==> src/rtl/linear_network_multicast_injector.sv <==
// Injection stage feeding the head of the linear multicast chain.
// Buffers (data, destination mask) entries from a producer and issues at most
// one per cycle as registered valid/data/en/cmd. Zero-mask entries are dropped
// when popped. Optional issue/drop counters: define LINEAR_NET_INJ_STATS_EN.
module linear_network_multicast_injector #(
  parameter int DATA_WIDTH = 32,
  parameter int NUM_NODE   = 4,
  parameter int FIFO_DEPTH = 4,
  localparam int CW        = $clog2(FIFO_DEPTH + 1)
) (
  input  logic                  clk,
  input  logic                  rst_n,
  input  logic                  i_valid,
  output logic                  o_ready,
  input  logic [DATA_WIDTH-1:0] i_data_bus,
  input  logic [NUM_NODE-1:0]   i_dest,
  input  logic                  i_issue_en,
  input  logic                  i_flush,
  output logic                  o_valid,
  output logic [DATA_WIDTH-1:0] o_data_bus,
  output logic                  o_en,
  output logic [NUM_NODE-1:0]   o_cmd,
  output logic [CW-1:0]         o_count,
  output logic                  o_full,
  output logic                  o_empty
`ifdef LINEAR_NET_INJ_STATS_EN
  ,
  output logic [31:0]           o_issued_cnt,
  output logic [31:0]           o_dropped_cnt
`endif
);

  localparam int AW = (FIFO_DEPTH > 1) ? $clog2(FIFO_DEPTH) : 1;
  localparam int EW = DATA_WIDTH + NUM_NODE;

  // Entry storage: {data, mask}. No reset so it maps onto plain RAM.
  logic [EW-1:0] mem [FIFO_DEPTH];

  logic [AW-1:0]         wr_ptr_q, wr_ptr_d;
  logic [AW-1:0]         rd_ptr_q, rd_ptr_d;
  logic [CW-1:0]         count_q, count_d;
  logic                  valid_q, valid_d;
  logic [DATA_WIDTH-1:0] data_q, data_d;
  logic [NUM_NODE-1:0]   cmd_q, cmd_d;
  logic                  en_q, en_d;
`ifdef LINEAR_NET_INJ_STATS_EN
  logic [31:0]           issued_q, issued_d;
  logic [31:0]           dropped_q, dropped_d;
`endif

  logic                  full;
  logic                  empty;
  logic                  push;
  logic                  pop;
  logic [EW-1:0]         head_entry;
  logic [DATA_WIDTH-1:0] head_data;
  logic [NUM_NODE-1:0]   head_mask;

  assign full       = (count_q == CW'(FIFO_DEPTH));
  assign empty      = (count_q == '0);
  // Flush suppresses both sides; a full buffer ignores the producer even if
  // a pop frees a slot on the same edge.
  assign push       = i_valid && !full && !i_flush;
  assign pop        = i_issue_en && !empty && !i_flush;
  assign head_entry = mem[rd_ptr_q];
  assign head_data  = head_entry[EW-1:NUM_NODE];
  assign head_mask  = head_entry[NUM_NODE-1:0];

  // Next-state: pointers, occupancy and the chain-facing output register.
  always_comb begin
    wr_ptr_d = wr_ptr_q;
    rd_ptr_d = rd_ptr_q;
    count_d  = count_q;
    valid_d  = 1'b0;
    data_d   = '0;
    cmd_d    = '0;
    en_d     = i_issue_en;
`ifdef LINEAR_NET_INJ_STATS_EN
    issued_d  = issued_q;
    dropped_d = dropped_q;
`endif
    if (i_flush) begin
      wr_ptr_d = '0;
      rd_ptr_d = '0;
      count_d  = '0;
    end else begin
      if (push) begin
        wr_ptr_d = wr_ptr_q + AW'(1);
      end
      if (pop) begin
        rd_ptr_d = rd_ptr_q + AW'(1);
        if (head_mask != '0) begin
          valid_d = 1'b1;
          data_d  = head_data;
          cmd_d   = head_mask;
`ifdef LINEAR_NET_INJ_STATS_EN
          issued_d = issued_q + 32'd1;
`endif
        end else begin
`ifdef LINEAR_NET_INJ_STATS_EN
          dropped_d = dropped_q + 32'd1;
`endif
        end
      end
      count_d = count_q + CW'(push) - CW'(pop);
    end
  end

  // State register with asynchronous active-low reset.
  always_ff @(posedge clk or negedge rst_n) begin
    if (!rst_n) begin
      wr_ptr_q <= '0;
      rd_ptr_q <= '0;
      count_q  <= '0;
      valid_q  <= 1'b0;
      data_q   <= '0;
      cmd_q    <= '0;
      en_q     <= 1'b0;
`ifdef LINEAR_NET_INJ_STATS_EN
      issued_q  <= '0;
      dropped_q <= '0;
`endif
    end else begin
      wr_ptr_q <= wr_ptr_d;
      rd_ptr_q <= rd_ptr_d;
      count_q  <= count_d;
      valid_q  <= valid_d;
      data_q   <= data_d;
      cmd_q    <= cmd_d;
      en_q     <= en_d;
`ifdef LINEAR_NET_INJ_STATS_EN
      issued_q  <= issued_d;
      dropped_q <= dropped_d;
`endif
    end
  end

  // Entry write into storage at the write pointer.
  always_ff @(posedge clk) begin
    if (push) begin
      mem[wr_ptr_q] <= {i_data_bus, i_dest};
    end
  end

  assign o_ready    = !full;
  assign o_full     = full;
  assign o_empty    = empty;
  assign o_count    = count_q;
  assign o_valid    = valid_q;
  assign o_data_bus = data_q;
  assign o_cmd      = cmd_q;
  assign o_en       = en_q;
`ifdef LINEAR_NET_INJ_STATS_EN
  assign o_issued_cnt  = issued_q;
  assign o_dropped_cnt = dropped_q;
`endif

endmodule

==> config.mk <==
export PLATFORM = sky130hd
export DESIGN_NAME = linear_network_multicast_injector
export DESIGN_NICKNAME = d
export VERILOG_FILES = /design/src/rtl/linear_network_multicast_injector.sv
export SDC_FILE = /design/constraint.sdc
export NUM_CORES = 1
export LEC_CHECK = 0
export CAP_MARGIN = 30
export CORE_UTILIZATION = 35
export DETAILED_ROUTE_END_ITERATION = 6
export GPL_ROUTABILITY_DRIVEN = 0
export GPL_TIMING_DRIVEN = 0
export SYNTH_ARGS = -nofsm -noshare
export SYNTH_HDL_FRONTEND = slang
export SYNTH_SLANG_ARGS = --single-unit
==> constraint.sdc <==
create_clock -name clk -period 3.7 [get_ports clk]
set_input_delay 1.11 -clock clk [delete_from_list [all_inputs] [get_ports clk]]
set_output_delay 1.11 -clock clk [all_outputs]
set_load 0.01 [all_outputs]
== After elaboration in Yosys (flattened, before gate mapping) ==
Memory sizes are Yosys's and may differ from the RTL's.
Cells that the tools add are included.
W data, S select, Z words.

* Register bits: 45
* Bits in writable memories: 144
* Bits of input ports: 41
* Output and inout bits: 44
* Memories: 1

{| class="wikitable"
|+ Memory list
! name !! depth !! bits a word !! read ports !! clocked after Yosys merged registers in !! write ports !! RTL line !! source
|-
| mem || 4 || 36 || 1 || 0 || 1 || 37 || <nowiki>logic [EW-1:0] mem [FIFO_DEPTH];</nowiki>
|}

* Add/sub/neg operators: 4
* Eq/ne operators: 1
* Multiplexer cells: 16
* Reductions and logical operators: 11

{| class="wikitable"
|+ Operators with widths
! kind !! count
|-
| $mux W32 || 3
|-
| $mux W4 || 3
|-
| $mux W2 || 4
|-
| $mux W1 || 5
|-
| $add A2 B1 Y2 const B || 2
|-
| $logic_and A1 B1 Y1 || 4
|-
| $reduce_bool A2 Y1 || 2
|-
| $reduce_bool A4 Y1 || 1
|-
| $add A3 B1 Y3 || 1
|-
| $eq A3 B3 Y1 const B || 1
|-
| $logic_not A1 Y1 || 3
|-
| $logic_not A3 Y1 || 1
|-
| $mux W3 || 1
|-
| $sub A3 B1 Y3 || 1
|}

== Logic depth before layout (Yosys ltp) ==
Gate-level depths: netlist (run 1).

* Word-level depth: 7
* Mapped depth: 12

== Least setup slack after synthesis (run 1) ==
OpenSTA, ideal clock, no wires.

* Kind: input to register
* From: input port i_flush
* To: register count_q[2], in the netlist o_count[2]
* Library setup time: 86 ps
* Arrival: 3043 ps
* Required time: 3614 ps
* Path slack: 571 ps
* Cell stages on the path: 12
* Buffers on the path: 2
* Cells stage by stage: clkbuf_1 nand2b_1 clkbuf_1 inv_1 ha_1 inv_1 ha_1 inv_1 fa_1 xor2_1 and2_1 nor3_1

* Longest elaborated chain between the ends: 5
* Elaborated cells between the ends (all ways): 6
* Classes of those cells: add/sub (2); mux (1); reduce/logical (3)

{| class="wikitable"
|+ Ends and longest elaborated chain
! element !! RTL line !! source
|-
| from (decl) || 18 || <nowiki>input logic i_flush,</nowiki>
|-
| $logic_not A1 Y1 || 63, 64 ||
|-
| $logic_and A1 B1 Y1 || 63 || <nowiki>assign push = i_valid && !full && !i_flush;</nowiki>
|-
| $add A3 B1 Y3 || 105 || <nowiki>count_d = count_q + CW'(push) - CW'(pop);</nowiki>
|-
| $sub A3 B1 Y3 || 105 ||
|-
| $mux W3 (*) || 82 || <nowiki>if (i_flush) begin</nowiki>
|-
| net count_d[2] || 41 || <nowiki>logic [CW-1:0] count_q, count_d;</nowiki>
|-
| to (signal assigned) || 126 || <nowiki>count_q <= count_d;</nowiki>
|-
| to (decl) || 41 ||
|}

The timed path passes the listed nets; every way through them passes the cells marked *.
A chain may end at the register's enable or synchronous reset.

== Worst setup path in the final report (run 1) ==
* From: input port i_issue_en
* To: register count_q[2], in the netlist o_count[2]

* Longest elaborated chain between the ends: 4

{| class="wikitable"
|+ Ends and longest elaborated chain
! element !! RTL line !! source
|-
| from (decl) || 17 || <nowiki>input logic i_issue_en,</nowiki>
|-
| $logic_and A1 B1 Y1 (2 in series) || 64 || <nowiki>assign pop = i_issue_en && !empty && !i_flush;</nowiki>
|-
| $sub A3 B1 Y3 || 105 ||
|-
| $mux W3 || 82 ||
|-
| net count_d[2] || 41 ||
|}

The timed path passes the listed nets, and every way through them passes these cells.

==> impl_metrics.py, run 1 <==
metrics = {
    "run_status": {
        "status": "finished clean",
    },
    "drt": {
        "vias": 3279,
        "drt_iter0_drc": 146,
        "wl_per_cell_um": 18.0,
        "ant_nets": 0,
        "wl_mm": 12.7,
        "drt_pre_antenna_iters": 4,
        "remaining_drc_errors": 0,
        "viasPerCell": 4.65,
    },
    "setup_path": {
        "cpMostUsedCell": "inv_1",
        "end_kind": "flip-flop",
        "cp.arrival_ns": 3.73,
        "worstSetupStartpointType": "input port",
        "critPathMaxFanout": 7,
        "crit_slowest_cell": "clkdlybuf4s50_1",
        "crit_buf_inv": 5,
        "path_delay_family": "buffers and inverters",
        "slowest_delay_ns": 0.44,
        "worstSetupPathType": "in -> reg",
        "worstPathCellList": "clkdlybuf4s50_1 -> o31a_1 -> nand2b_1 -> clkbuf_1 -> inv_1 -> ha_1 -> inv_1 -> ha_1 -> inv_1 -> fa_1 -> xor2_1 -> and2_1 -> nor3_1",
        "critical_path_required_ns": 4.04,
    },
    "grt": {
        "antenna_found_initial": 1,
        "grt_first_pass_wirelength_mm": 19.9,
        "first_global_vias": 3580,
        "track_usage": 0.136,
        "grt_max_degree": 29,
        "globalRouteOverflowTotal": 0,
    },
    "run": {
        "cap_violations": 0,
    },
    "floorplan": {
        "die-height_um": 143,
        "num_rows": 51,
        "start_util": 0.356,
        "die_x_um": 143,
        "ios": 85,
        "core_area_sq_um": 19500,
        "die-area_sq_um": 20400,
    },
    "sta": {
        "slew_headroom": 0.510,
        "worst_pin_slew_ns": 0.735,
        "fin_crit_ns": 3.39,
        "fin_worst_skew_ns": 0.00626,
        "setup_violations": 0,
        "slew_violations": 0,
        "grt_setup_unrepaired": "false",
        "clock.fmax_ghz": 0.295,
        "period_share": 0.917,
        "hold_viol": 0,
    },
    "final_layout": {
        "fin_util": 0.453,
        "diodes": 0,
        "drive_above_1_share": 0.198,
        "fin_area_sq_um": 8810,
        "syn_to_final_growth_pct": 27.2,
        "fin_nets": 475,
    },
    "synth": {
        "ys_seq_area_frac": 0.787,
        "yosys_warnings": 0,
        "syn_avg_cell_area_sq_um": 21.6,
        "ys.flop_type": "edfxtp_1",
        "synthTopCellsByArea": "edfxtp_1, dfrtp_1, mux4_2",
        "ys_seq_elements": 189,
        "synth_largest_area_cell": "edfxtp_1",
        "synth.top_cell.area_share": 0.624,
        "synth-async-reset-ratio": 0.238,
        "ys_top_cells_by_count": "edfxtp_1, dfrtp_1, mux4_2, nor3b_1, and2_1",
        "syn-instance-count": 320,
        "synth_edf_count": 144,
        "post-synth-top-count-cell": "edfxtp_1",
        "ys_types": 25,
        "netlist_area_sq_um": 6930,
        "syn-num-nets": 368,
    },
    "placed_design": {
        "dpl_cell_area_sq_um": 8210,
        "place_hpwl_mm": 8.05,
        "io_buffers": 83,
    },
    "clocking": {
        "cts_tree": "yes",
        "cts_sinks": 189,
        "cts_buffer_depth": 2,
        "clkTransAtPathRegs_ns": 0.06,
        "cts_hold_buf": 0,
        "insertion_delay_ns": 0.42,
        "h-tree-depth": 4,
        "cts.repair.resized": 0,
        "cts_setup_buffers": 0,
        "numCtsBuffers": 17,
        "cts-root-buf": "clkbuf_16",
    },
    "power_and_ir_drop": {
        "power_density_nw_per_um2": 602,
        "p_leak_nw": 3.02,
        "peakVddDrop_mv": 0.311,
    },
    "worst_hold_path": {
        "min_path_type": "reg -> reg",
    },
}
## tightest hold or removal path, cell delays in order (launching register included)
cell and delay, ns:
dfrtp_1 0.42, o21ai_0 0.09, a21oi_1 0.06
## layout by cell type (no fill, tap or decap), types with 3 or more instances in the layout
master / Yosys / layout
clkdlybuf4s50_1: 0 / 82
buf_2: 3 / 4
clkinvlp_4: 0 / 3
clkbuf_8: 0 / 7
buf_16: 0 / 3
buf_6: 4 / 4
clkbuf_1: 8 / 8
and2_1: 9 / 5
dfrtp_1: 45 / 45
ha_1: 6 / 6
and2_2: 0 / 4
nor3_1: 3 / 3
inv_1: 8 / 8
edfxtp_1: 144 / 144
mux4_2: 36 / 36
nor2_1: 5 / 5
nor3b_1: 32 / 32
clkbuf_16: 0 / 17
## metal layers
metal  wire length (um)  vias up  track usage  share of wire
met1               5430     1717        0.172           0.43
li1                   -     1475            -              -
met5                  0        -            0              0
met3                631       11       0.0433          0.050
met2               6480       76        0.229           0.51
met4                123        0       0.0323         0.0097
## layout make-up
cell class | count | area (sq um)
tap | 265 | 332
sequential | 189 | 5450
clock buffer | 24 | 522
multi-input combinational | 107 | 1360
fill | 1671 | 10600
timing repair buffer | 88 | 948
clock inverter | 8 | 80.1
buffer | 16 | 93.8
inverter | 8 | 30.0
## registers in the layout, summed over array words and instances, names as in the netlist
signal	count
o_cmd	4
o_valid	1
o_data_bus	32
o_count	3
wr_ptr_q	2
o_en	1
mem	144
rd_ptr_q	2
## logic make-up (layout without fill, tap and decap cells)
| group | Yosys count | after routing | share of synthesized area |
|---|---|---|---|
| xor+xnor | 3 | 3 | 0.00379 |
| compound gates | 6 | 6 | 0.00542 |
| fa+ha+maj | 7 | 7 | 0.0137 |
| buf+inv | 24 | 144 | 0.0179 |
| flops | 189 | 189 | 0.787 |
| mux | 36 | 36 | 0.117 |
| simple gates | 55 | 55 | 0.0553 |
## metrics by stage
stage	setup WS (ns)	hold slack, ns	power (mW)	cells	TNS (ns)
floorplan	0.571	0.557	3.19	320	0
global placement	-0.412	0.572	3.57	668	-58.25
finish	0.308	0.609	5.31	705	0
global route	0.0253	0.655	5.55	705	0
detailed placement	-0.194	0.598	3.61	673	-0.194
CTS	0.242	0.607	5.38	705	0
## power breakdown
group	total [mW]	leakage [nW]	switching, mW	internal [mW]
Combinational	1.03	0.805	0.459	0.568
Sequential	2.51	1.92	0.0594	2.45
Clock	1.78	0.290	0.723	1.05
## worst paths after layout
check / start / endpoint / slack [ns] / cells past startpoint
min in group asynchronous: rst_n / wr_ptr_q[0]$_DFFE_PN0P_ / 0.68 / 1
hold reg to reg: wr_ptr_q[0]$_DFFE_PN0P_ / wr_ptr_q[0]$_DFFE_PN0P_ / 0.61 / 2
setup reg to reg: o_count[1]$_DFF_PN0_ / o_count[2]$_DFF_PN0_ / 0.77 / 12
hold / removal: wr_ptr_q[0]$_DFFE_PN0P_ / wr_ptr_q[0]$_DFFE_PN0P_ / 0.61 / 2
max in group asynchronous: rst_n / o_data_bus[16]$_DFF_PN0_ / 2.47 / 2
setup / recovery: i_issue_en / o_count[2]$_DFF_PN0_ / 0.31 / 13
No activity file was read; power rests on OpenSTA's default activity.
==> run 2, diff against run 1 <==
CORE_MARGIN = 2   (was not set)
clock period = 3.9 ns   (was 3.7 ns; I/O delays follow)
==> impl_metrics.py, run 2 (synthesis results as in run 1) <==
metrics = {
    "setup_path": {
        "end_kind": "flip-flop",
        "critPathMaxFanout": 7,
        "critPathCapture": "o_count[2]$_DFF_PN0_",
        "worstSetupStartpointType": "input port",
        "worstSetupPathType": "in -> reg",
        "worstRegToRegCells": 12,
        "cp.arrival_ns": 3.74,
        "critPathLaunch": "i_issue_en",
        "rrSetupSlack_ns": 0.99,
        "timing.rr.start": "o_count[1]$_DFF_PN0_",
        "critical_path_required_ns": 4.24,
        "worstReg2RegEnd": "o_count[2]$_DFF_PN0_",
    },
    "floorplan": {
        "start_util": 0.356,
        "die-area_sq_um": 20900,
        "num_rows": 51,
        "die-height_um": 145,
        "core_area_sq_um": 19500,
        "die_x_um": 145,
        "ios": 85,
    },
    "power_and_ir_drop": {
        "peakVddDrop_mv": 0.288,
        "p_sw_mw": 1.23,
        "p_comb_frac": 0.192,
        "p_leak_nw": 3.00,
        "p_clk_frac": 0.341,
        "seqPwrFrac": 0.466,
        "power_density_nw_per_um2": 580,
        "swShare": 0.241,
        "p_int_mw": 3.87,
        "power.total_mw": 5.10,
    },
    "sta": {
        "finalSetupTns_ns": 0,
        "slew_violations": 0,
        "period_share": 0.874,
        "fin_crit_ns": 3.41,
        "worst_pin_slew_ns": 0.728,
        "clock.fmax_ghz": 0.293,
        "hold_viol": 0,
        "setup_violations": 0,
        "fin_ws_ns": 0.492,
        "slew_headroom": 0.515,
        "grt_setup_unrepaired": "false",
        "fin_worst_skew_ns": 0.00807,
    },
    "drt": {
        "wl_per_cell_um": 18.7,
        "viasPerCell": 4.64,
        "remaining_drc_errors": 0,
        "wl_mm": 13.2,
        "vias": 3269,
        "drt_pre_antenna_iters": 4,
        "drt_iter0_drc": 140,
        "ant_nets": 0,
    },
    "placed_design": {
        "dpl_cell_area_sq_um": 8190,
        "place_hpwl_mm": 8.32,
        "io_buffers": 83,
        "dpl.cell_count": 673,
        "preCtsSetupSlack_ns": 0.0390,
    },
    "final_layout": {
        "fin_area_sq_um": 8780,
        "fin_nets": 475,
        "mostFrequentLayoutCells": "edfxtp_1, clkdlybuf4s50_1, dfrtp_1",
        "instances_no_fill": 705,
        "final_common_cell": "edfxtp_1",
        "largest_register": "mem",
        "largest_register_ff_count": 144,
        "diodes": 0,
        "drive_above_1_share": 0.186,
        "syn_to_final_growth_pct": 26.8,
    },
    "clocking": {
        "h-tree-depth": 4,
        "numCtsBuffers": 17,
        "clkTransAtPathRegs_ns": 0.06,
        "cts.repair.resized": 0,
        "cts_hold_buf": 0,
        "cts-root-buf": "clkbuf_16",
        "cts_sinks": 189,
        "insertion_delay_ns": 0.42,
        "cts_buffer_depth": 2,
        "cts_tree": "yes",
        "cts_setup_buffers": 0,
    },
    "grt": {
        "first_global_vias": 3547,
        "antenna_found_initial": 0,
        "track_usage": 0.133,
        "grt_max_degree": 24,
        "grt_first_pass_wirelength_mm": 19.8,
        "globalRouteOverflowTotal": 0,
    },
    "run_status": {
        "status": "finished clean",
    },
    "worst_hold_path": {
        "min_path_type": "reg -> reg",
    },
    "run": {
        "cap_violations": 0,
    },
}
run 2: cell count changes in the layout (fill, tap and decap cells not counted), sizes merged:
cell | before | now
bufinv | 1 | 3
inv | 8 | 12
clkbuf | 32 | 27
clkinvlp | 3 | 2
run 2: how the worst min path moves through the flow:
| stage | endpoint | startpoint | depth (start not counted) | slack [ns] |
|---|---|---|---|---|
| finish | wr_ptr_q[1]$_DFFE_PN0P_ | wr_ptr_q[1]$_DFFE_PN0P_ | 2 | 0.60 |
| global route | wr_ptr_q[1]$_DFFE_PN0P_ | wr_ptr_q[1]$_DFFE_PN0P_ | 2 | 0.62 |
| CTS | wr_ptr_q[1]$_DFFE_PN0P_ | wr_ptr_q[1]$_DFFE_PN0P_ | 2 | 0.60 |
| detailed placement | wr_ptr_q[1]$_DFFE_PN0P_ | wr_ptr_q[1]$_DFFE_PN0P_ | 2 | 0.59 |
| global placement | wr_ptr_q[0]$_DFFE_PN0P_ | wr_ptr_q[0]$_DFFE_PN0P_ | 2 | 0.57 |
| floorplan | wr_ptr_q[0]$_DFFE_PN0P_ | wr_ptr_q[0]$_DFFE_PN0P_ | 2 | 0.56 |
run 2: layout make-up:
cell class | instances | area [sq um]
Fill cell | 1667 | 10700
Sequential cell | 189 | 5450
Multi-Input combinational cell | 107 | 1360
Timing Repair Buffer | 88 | 926
Clock buffer | 19 | 433
Tap cell | 265 | 332
Clock inverter | 13 | 163
Buffer | 16 | 93.8
Inverter | 8 | 30.0
run 2: power groups by stage:
stage,combinational [mW],clock [mW],sequential (mW)
floorplan,0.580,0,2.44
global placement,0.978,0,2.42
detailed placement,1.00,0,2.42
CTS,1.01,1.79,2.38
global route,1.07,1.87,2.39
finish,0.980,1.74,2.38
run 2: critical path, stage by stage:
cell             delay (ns)
clkdlybuf4s50_1        0.44
o31a_1                 0.14
nand2b_1               0.08
clkbuf_1               0.33
inv_1                  0.19
ha_1                   0.30
inv_1                  0.05
ha_1                   0.13
inv_1                  0.05
fa_1                   0.40
xor2_1                 0.16
and2_1                 0.17
nor3_1                 0.12
run 2: through the flow:
step,hold slack [ns],utilization
floorplan,0.557,-
global placement,0.574,0.416
detailed placement,0.588,0.421
CTS,0.597,0.451
global route,0.616,0.451
finish,0.598,0.451
run 2: layer usage:
metal  part of all wire  vias to the layer above  GRT usage
li1                   -                     1475          -
met1               0.42                     1718      0.156
met2               0.54                       65      0.237
met3              0.035                       11     0.0332
met4              0.013                        0     0.0501
met5                  0                        -          0
